<file path="src/rtl/gmii_tx_arbiter.sv">
// Two-requester arbiter for the shared GMII transmit path, with registered output mux and inter-frame gap.
// Optional round-robin tie-break when GMII_ARB_RR_EN is defined; fixed priority (req0 wins) otherwise.
module gmii_tx_arbiter #(
  parameter int IFG_CYCLES    = 12,
  parameter int GRANT_TIMEOUT = 64
) (
  input  logic       clk,
  input  logic       rst,
  input  logic       req0,
  output logic       gnt0,
  input  logic       tx_en0,
  input  logic [7:0] txd0,
  input  logic       req1,
  output logic       gnt1,
  input  logic       tx_en1,
  input  logic [7:0] txd1,
  output logic       gmii_tx_en,
  output logic [7:0] gmii_txd,
  output logic       busy,
  output logic       grant_timeout,
  output logic [1:0] dbg_state
);

  // Handshake: req is a level held until the frame is done; gnt rises one cycle after req is seen
  // in IDLE; the owner may raise tx_en in any cycle it sees gnt, and a frame ends at the first low tx_en.
  localparam logic [1:0] S_IDLE  = 2'd0;
  localparam logic [1:0] S_GRANT = 2'd1;
  localparam logic [1:0] S_SEND  = 2'd2;
  localparam logic [1:0] S_IFG   = 2'd3;

  localparam logic [9:0] TO_LAST  = 10'(GRANT_TIMEOUT - 1);
  localparam logic [7:0] IFG_LAST = 8'(IFG_CYCLES - 1);

  logic [1:0] state, state_next;
  logic       sel;
  logic [9:0] to_cnt;
  logic [7:0] ifg_cnt;
  logic       req_g, tx_en_g;
  logic [7:0] txd_g;
  logic       win, path_open, timeout_hit;

  assign req_g   = sel ? req1   : req0;
  assign tx_en_g = sel ? tx_en1 : tx_en0;
  assign txd_g   = sel ? txd1   : txd0;

`ifdef GMII_ARB_RR_EN
  logic last;

  // On a tie the requester that was not served last wins; starts at 1 so req0 wins the first tie.
  assign win = (req0 && req1) ? ~last : ~req0;

  always_ff @(posedge clk or posedge rst) begin
    if (rst) begin
      last <= 1'b1;
    end else if (state == S_IDLE && (req0 || req1)) begin
      last <= win;
    end
  end
`else
  assign win = ~req0;
`endif

  assign path_open   = (state == S_GRANT) || (state == S_SEND);
  assign timeout_hit = (state == S_GRANT) && !tx_en_g && req_g && (to_cnt == TO_LAST);
  assign busy        = (state != S_IDLE);
  assign dbg_state   = state;

  always_comb begin
    state_next = state;
    case (state)
      S_IDLE:  if (req0 || req1) state_next = S_GRANT;
      S_GRANT: begin
        if (tx_en_g)                  state_next = S_SEND;
        else if (!req_g)              state_next = S_IDLE;
        else if (to_cnt == TO_LAST)   state_next = S_IDLE;
      end
      S_SEND:  if (!tx_en_g) state_next = S_IFG;
      S_IFG:   if (ifg_cnt == IFG_LAST) state_next = S_IDLE;
      default: state_next = S_IDLE;
    endcase
  end

  always_ff @(posedge clk or posedge rst) begin
    if (rst) begin
      state         <= S_IDLE;
      sel           <= 1'b0;
      gnt0          <= 1'b0;
      gnt1          <= 1'b0;
      to_cnt        <= '0;
      ifg_cnt       <= '0;
      gmii_tx_en    <= 1'b0;
      gmii_txd      <= 8'h00;
      grant_timeout <= 1'b0;
    end else begin
      state         <= state_next;
      grant_timeout <= timeout_hit;

      if (state == S_IDLE && state_next == S_GRANT) begin
        sel  <= win;
        gnt0 <= ~win;
        gnt1 <= win;
      end else if (state_next == S_IDLE || state_next == S_IFG) begin
        gnt0 <= 1'b0;
        gnt1 <= 1'b0;
      end

      // Counters sit at zero outside their state, so they start from zero on entry and saturate.
      if (state != S_GRANT)      to_cnt <= '0;
      else if (to_cnt != '1)     to_cnt <= to_cnt + 10'd1;

      if (state != S_IFG)        ifg_cnt <= '0;
      else if (ifg_cnt != '1)    ifg_cnt <= ifg_cnt + 8'd1;

      gmii_tx_en <= tx_en_g && path_open;
      gmii_txd   <= (tx_en_g && path_open) ? txd_g : 8'h00;
    end
  end

endmodule
</file>
<file path="config.mk">
export PLATFORM = sky130hd
export DESIGN_NAME = gmii_tx_arbiter
export DESIGN_NICKNAME = d
export VERILOG_FILES = /design/src/rtl/gmii_tx_arbiter.sv
export SDC_FILE = /design/constraint.sdc
export NUM_CORES = 1
export LEC_CHECK = 0
export ABC_AREA = 1
export CAP_MARGIN = 15
export CORE_ASPECT_RATIO = 1.2
export CORE_UTILIZATION = 50
export DETAILED_ROUTE_END_ITERATION = 10
export PLACE_DENSITY = 0.9
export RECOVER_POWER = 25
export SYNTH_ARGS = -nofsm -noshare
export SYNTH_HDL_FRONTEND = slang
export SYNTH_SLANG_ARGS = --single-unit
export TNS_END_PERCENT = 50
</file>
<file path="constraint.sdc">
create_clock -name clk -period 5.64 [get_ports clk]
set_input_delay 1.128 -clock clk [delete_from_list [all_inputs] [get_ports clk]]
set_output_delay 1.128 -clock clk [all_outputs]
set_load 0.05 [all_outputs]
</file>
==> metrics.yaml, run 1 <==
initial_core_util_pct: 52.6
grt_overflow: 0
max-clock-path-buffers: 2
yosys_warnings: 0
antennaDiodeCount: 0
syn_nets: 238
wire_per_inst_um: 12.9
hold_viol: 0
min_to: "to_cnt[5]"
rsz0062_at_grt: "no"
yosysTopAreaCell: "dfrtp_1"
clkTransAtPathRegs_ns: 0.07
whs_path_depth: 1
worst_setup_path_start_kind: "register"
synth_cells: 208
port_buffers: 36
irDropWorstVdd_mv: 0.444
fin_util_pct: 66.8
end_kind: "primary output"
chipHeight_um: 66.9
h-tree-depth: 2
path_max_fanout: 5
track_usage_pct: 22.8
fin_area_mm2: 0.00223
area_growth_pct: 27.0
post-route-period-util_pct: 53.3
yosys_register_bits: 33
drt-pass1-iter-count: 5
maxCapViolations: 1
fin_tns_setup_ns: 0
grt_pass1_vias: 1510
violations: "max-capacitance violations, max-slew violations"
cts_setup_buffers: 0
final_nets: 278
clk_latency_ns: 0.28
required_ns: 4.51
leakagePower_nw: 1.06
grt_max_degree: 34
max_freq_ghz: 0.333
synth_top_cell_area_share_pct: 47.0
vias_per_cell: 5.24
path_class: "register to primary output"
crit_chain: "inv_1 > ha_1 > inv_1 > clkdlybuf4s50_1"
core-area_mm2: 0.00334
clockRootBuffer: "clkbuf_8"
slew_viol_final: 34
io_pins: 37
worstHoldStart: "to_cnt[5]"
antenna_found_initial: 0
antenna_left: 0
tightestPinTransition_ns: 1.81
synth.most_common_cell: "nand2_1"
cts_tree: "yes"
vias: 1498
placed_area_mm2: 0.00214
r2r_end: "gnt0"
drcViolationCount: 0
routed_wl_um: 3690
reg2reg_depth: 13
synth_common_cells: "nand2_1 (50), dfrtp_1 (33), inv_1 (26)"
ys_top_cells_by_area: "dfrtp_1 (47%), nand2_1 (11%), ha_1 (5.7%)"
synth_edf_count: 0
yosysUniqueCellTypes: 32
r2r_setup_slack_ns: 3.31
critPathMostFrequentCell: "inv_1"
gp_congestion: 0.771
async_reset_ff_share_pct: 100
r2r_start: "dbg_state[1]"
hold_buffers: 0
grt_pass1_wl_um: 6560
p_per_area_mw_per_mm2: 445
setup_viol: 0
holdWs_ns: 0.504
post-place-ws_ns: 2.73
avgSynthCellArea_um2: 8.44
worstPathArrival_ns: 1.88
outcome: "finished, violations left"
finClkSkew_ns: 0.00952
crit_slowest_cell: "clkdlybuf4s50_1"
hold_class: "register to register"
drive_above_1_share_pct: 9.24
dpl.cell_count: 278
totalPowerFinal_mw: 0.993
min_period_ns: 3.00
synth_ff_type: "dfrtp_1"
setup_ws_ns: 2.64
dieArea_mm2: 0.00375
relSlewSlack_pct: -20.9
die_width_um: 56.1
final_cells: 286
syn_area_mm2: 0.00176
cts_buffers: 5
ys_seq_area_share_pct: 47.0
clock_sink_count: 33
post_cts_resized: 0
cpPeakStageDelay_ns: 0.79
dp_hpwl_um: 2700
rows: 23
first_iter_violations: 37
## state kept, by name (all words and copies together), names as in the netlist
register / count
dbg_state: 2
ifg_cnt: 8
gnt1: 1
to_cnt: 10
grant_timeout: 1
gnt0: 1
gmii_txd: 8
gmii_tx_en: 1
sel: 1
## layout by cell type, fill, tap and decap left out, types with 4 or more instances in the layout
cell	Yosys	routed
clkdlybuf4s50_1	0	35
inv_1	26	26
nand3_1	12	13
a31oi_1	4	4
nand2_2	4	4
clkbuf_8	1	6
ha_1	8	8
nor2_1	16	16
a21oi_1	15	15
dfrtp_1	33	33
o21ai_0	9	9
nand2_1	50	50
## cell families after synthesis
logic type / after synthesis / share of synthesized area (%)
DFF: 33 / 47.0
and+or+nand+nor: 98 / 27.2
muxes: 1 / 0.570
buffers and inverters: 32 / 7.91
adders and majority gates: 8 / 5.70
AOI/OAI and AO/OA: 36 / 11.6
## power breakdown
part | total [mW] | internal, mW | switching (mW)
sequential | 0.318 | 0.282 | 0.0362
clock | 0.230 | 0.144 | 0.0860
combinational | 0.445 | 0.148 | 0.296
## worst max path at each step
stage / from / end / slack [ns]
floorplan: dbg_state[0] / busy / 3.15
global placement: req0 / gnt0 / 2.79
detailed placement: req0 / gnt0 / 2.73
CTS: dbg_state[0] / busy / 2.63
global route: rst / to_cnt[2] / 2.23
finish: dbg_state[0] / busy / 2.64
## routing by layer
| metal | track usage, % | part of all wire, % |
|---|---|---|
| met1 | 25.9 | 41 |
| met2 | 41.1 | 52 |
| met3 | 5.05 | 3.5 |
| met4 | 10.1 | 2.6 |
| met5 | 0 | 0 |
## worst max-delay path, delay by kind of cell (launching register included)
family / cells / cell delay, ns
flops: 1 / 0.43
buf+inv: 3 / 0.95
fa+ha+maj: 1 / 0.22
## area by class of cell
class                           count  area [um^2]
Inverter                           28          106
Clock inverter                      1         30.0
Fill cell                         276         1110
Clock buffer                        7         86.3
Sequential cell                    33          826
Multi-Input combinational cell    143          771
Tap cell                           37         46.3
Timing Repair Buffer               37          364
No activity file was read; power rests on OpenSTA's default activity.
==> run 2, diff against run 1 <==
CORE_UTILIZATION = 45   (was 50)
PLACE_DENSITY = 0.86   (was 0.9)
clock period = 2.7 ns   (was 5.64 ns; I/O delays follow)
==> metrics.yaml, run 2 (synthesis gave the netlist of run 1 again) <==
final_nets: 279  # +0.36%
hold_buffers: 0  # unchanged
h-tree-depth: 2  # unchanged
worstPathArrival_ns: 1.92  # +0.04 ns
dp_hpwl_um: 2700  # about the same
clock_sink_count: 33  # unchanged
slew_viol_final: 0  # -100%
register_area_um2: 826  # unchanged
setup_viol: 0  # unchanged
clockPowerShare_pct: 22.9  # -0.3 points
grt_max_degree: 34  # unchanged
max_freq_ghz: 0.406
antennaDiodeCount: 0  # unchanged
combPwrFrac_pct: 45.2  # +0.4 points
post-route-period-util_pct: 91.3
chipHeight_um: 70.4  # +5.3%
drt-pass1-iter-count: 4  # -1
antenna_found_initial: 0  # unchanged
io_pins: 37  # unchanged
setup_ws_ns: 0.236  # -2.40 ns
die_width_um: 59.0  # +5.2%
relSlewSlack_pct: 45.2  # +66 points
drcViolationCount: 0  # unchanged
cts_setup_buffers: 0  # unchanged
dieArea_mm2: 0.00416  # +11%
tightestPinTransition_ns: 0.822  # -0.991 ns
path_class: "register to primary output"
clockRootBuffer: "clkbuf_8"
hold_class: "register to register"
cts_tree: "yes"
worst_setup_path_start_kind: "register"
grt_pass1_wl_um: 6500  # -0.94%
vias: 1462  # -2.4%
rows: 24  # +4.3%
post_cts_resized: 0  # unchanged
p_per_area_mw_per_mm2: 916  # +110%
area_growth_pct: 29.7
core-area_mm2: 0.00369  # +11%
max-clock-path-buffers: 2  # unchanged
irDropWorstVdd_mv: 0.656  # +48%
final_cells: 302  # +5.6%
finClkSkew_ns: 0.00834  # -0.00118 ns
multiInputGateArea_um2: 791  # +2.6%
largest_reg_flops: 10  # unchanged
post-place-ws_ns: 0.414  # -2.31 ns
fillers: 312  # +13%
internal_power_mw: 1.21  # +110%
cts_buffers: 5  # unchanged
final_common_cell: "nand2_1"
leakagePower_nw: 1.09  # +2.3%
maxCapViolations: 0  # -1
fin_tns_setup_ns: 0  # unchanged
gp_congestion: 0.868  # +13%
layout_common_cells: "nand2_1 (50), clkdlybuf4s50_1 (35), dfrtp_1 (33), inv_1 (26), nor2_1 (16)"
path_max_fanout: 5  # unchanged
grt_pass1_vias: 1494  # -1.1%
largest_register: "to_cnt"
routed_wl_um: 3720  # +0.65%
track_usage_pct: 21.3  # -1.5 points
end_kind: "primary output"
drive_above_1_share_pct: 10.8  # +1.6 points
antenna_left: 0  # unchanged
initial_core_util_pct: 47.5  # -5.1 points
wire_per_inst_um: 12.3  # -4.7%
p_seq_share_pct: 31.9  # about the same
required_ns: 2.16  # -2.35 ns
first_iter_violations: 49  # +32%
clkTransAtPathRegs_ns: 0.06  # about the same
outcome: "finished, final reports clean"
rsz0062_at_grt: "no"
min_period_ns: 2.46
vias_per_cell: 4.84  # -7.6%
hold_viol: 0  # unchanged
totalPowerFinal_mw: 2.08  # +110%
clk_latency_ns: 0.29  # about the same
dpl.cell_count: 294  # +5.8%
top_regs: "to_cnt (10), gmii_txd (8), ifg_cnt (8)"
p_switching_mw: 0.879  # +110%
grt_overflow: 0  # unchanged
fin_util_pct: 61.7  # -5.1 points
p_sw_share_pct: 42.1  # about the same
port_buffers: 36  # unchanged
-- run 2: metal layers --
layer	wire length, um	GRT usage (%)	vias to the layer above
met5	0	0	-
li1	-	-	757
met3	99	6.11	7
met1	1570	23.6	679
met4	97	10.6	0
met2	1950	36.1	19
-- run 2: final cells by class --
| cell class | instances | area share, % |
|---|---|---|
| multi-input cells | 143 | 34.7 |
| inverters | 28 | 4.67 |
| repair buffers | 38 | 16.4 |
| flip-flops and latches | 33 | 36.3 |
| clock inverters | 1 | 1.32 |
| clock buffers | 7 | 3.79 |
| well taps | 52 | 2.86 |
-- run 2: path summary, 6_finish.rpt --
path / from / to / slack [ns] / cells after the start
max in group asynchronous: rst / to_cnt[0] / 1.24 / 3
max reg2reg: sel / sel / 0.62 / 10
min: to_cnt[5] / to_cnt[5] / 0.50 / 1
max: dbg_state[1] / busy / 0.24 / 4
min reg2reg: to_cnt[5] / to_cnt[5] / 0.50 / 1
min in group asynchronous: rst / gmii_tx_en / 0.94 / 3
-- run 2: power groups by stage --
stage          combinational, mW  clock (mW)  sequential [mW]
6_report                   0.943       0.477            0.665
5_1_grt                     1.04       0.508            0.676
4_1_cts                    0.951       0.486            0.666
3_5_place_dp               0.940           0            0.676
3_3_place_gp               0.925           0            0.670
2_1_floorplan              0.464           0            0.883
-- run 2: stage by stage --
stage	hold slack, ns	instance area (um^2)
after floorplan	0.459	1760
after global placement	0.478	2160
after detailed placement	0.485	2160
after CTS	0.501	2280
after global routing	0.532	2280
final	0.503	2280
-- run 2: worst max-delay path, cell delays in order, from the launching register on --
cell	delay, ns
dfrtp_1	0.44
inv_1	0.13
ha_1	0.22
inv_1	0.06
clkdlybuf4s50_1	0.79
==> run 3, diff against run 2 <==
GPL_ROUTABILITY_DRIVEN = 0   (was unset)
SLEW_MARGIN = 20   (was unset)
==> results of run 3 <==
Same layout as run 2: the final DEF is identical, and so are final timing and power.
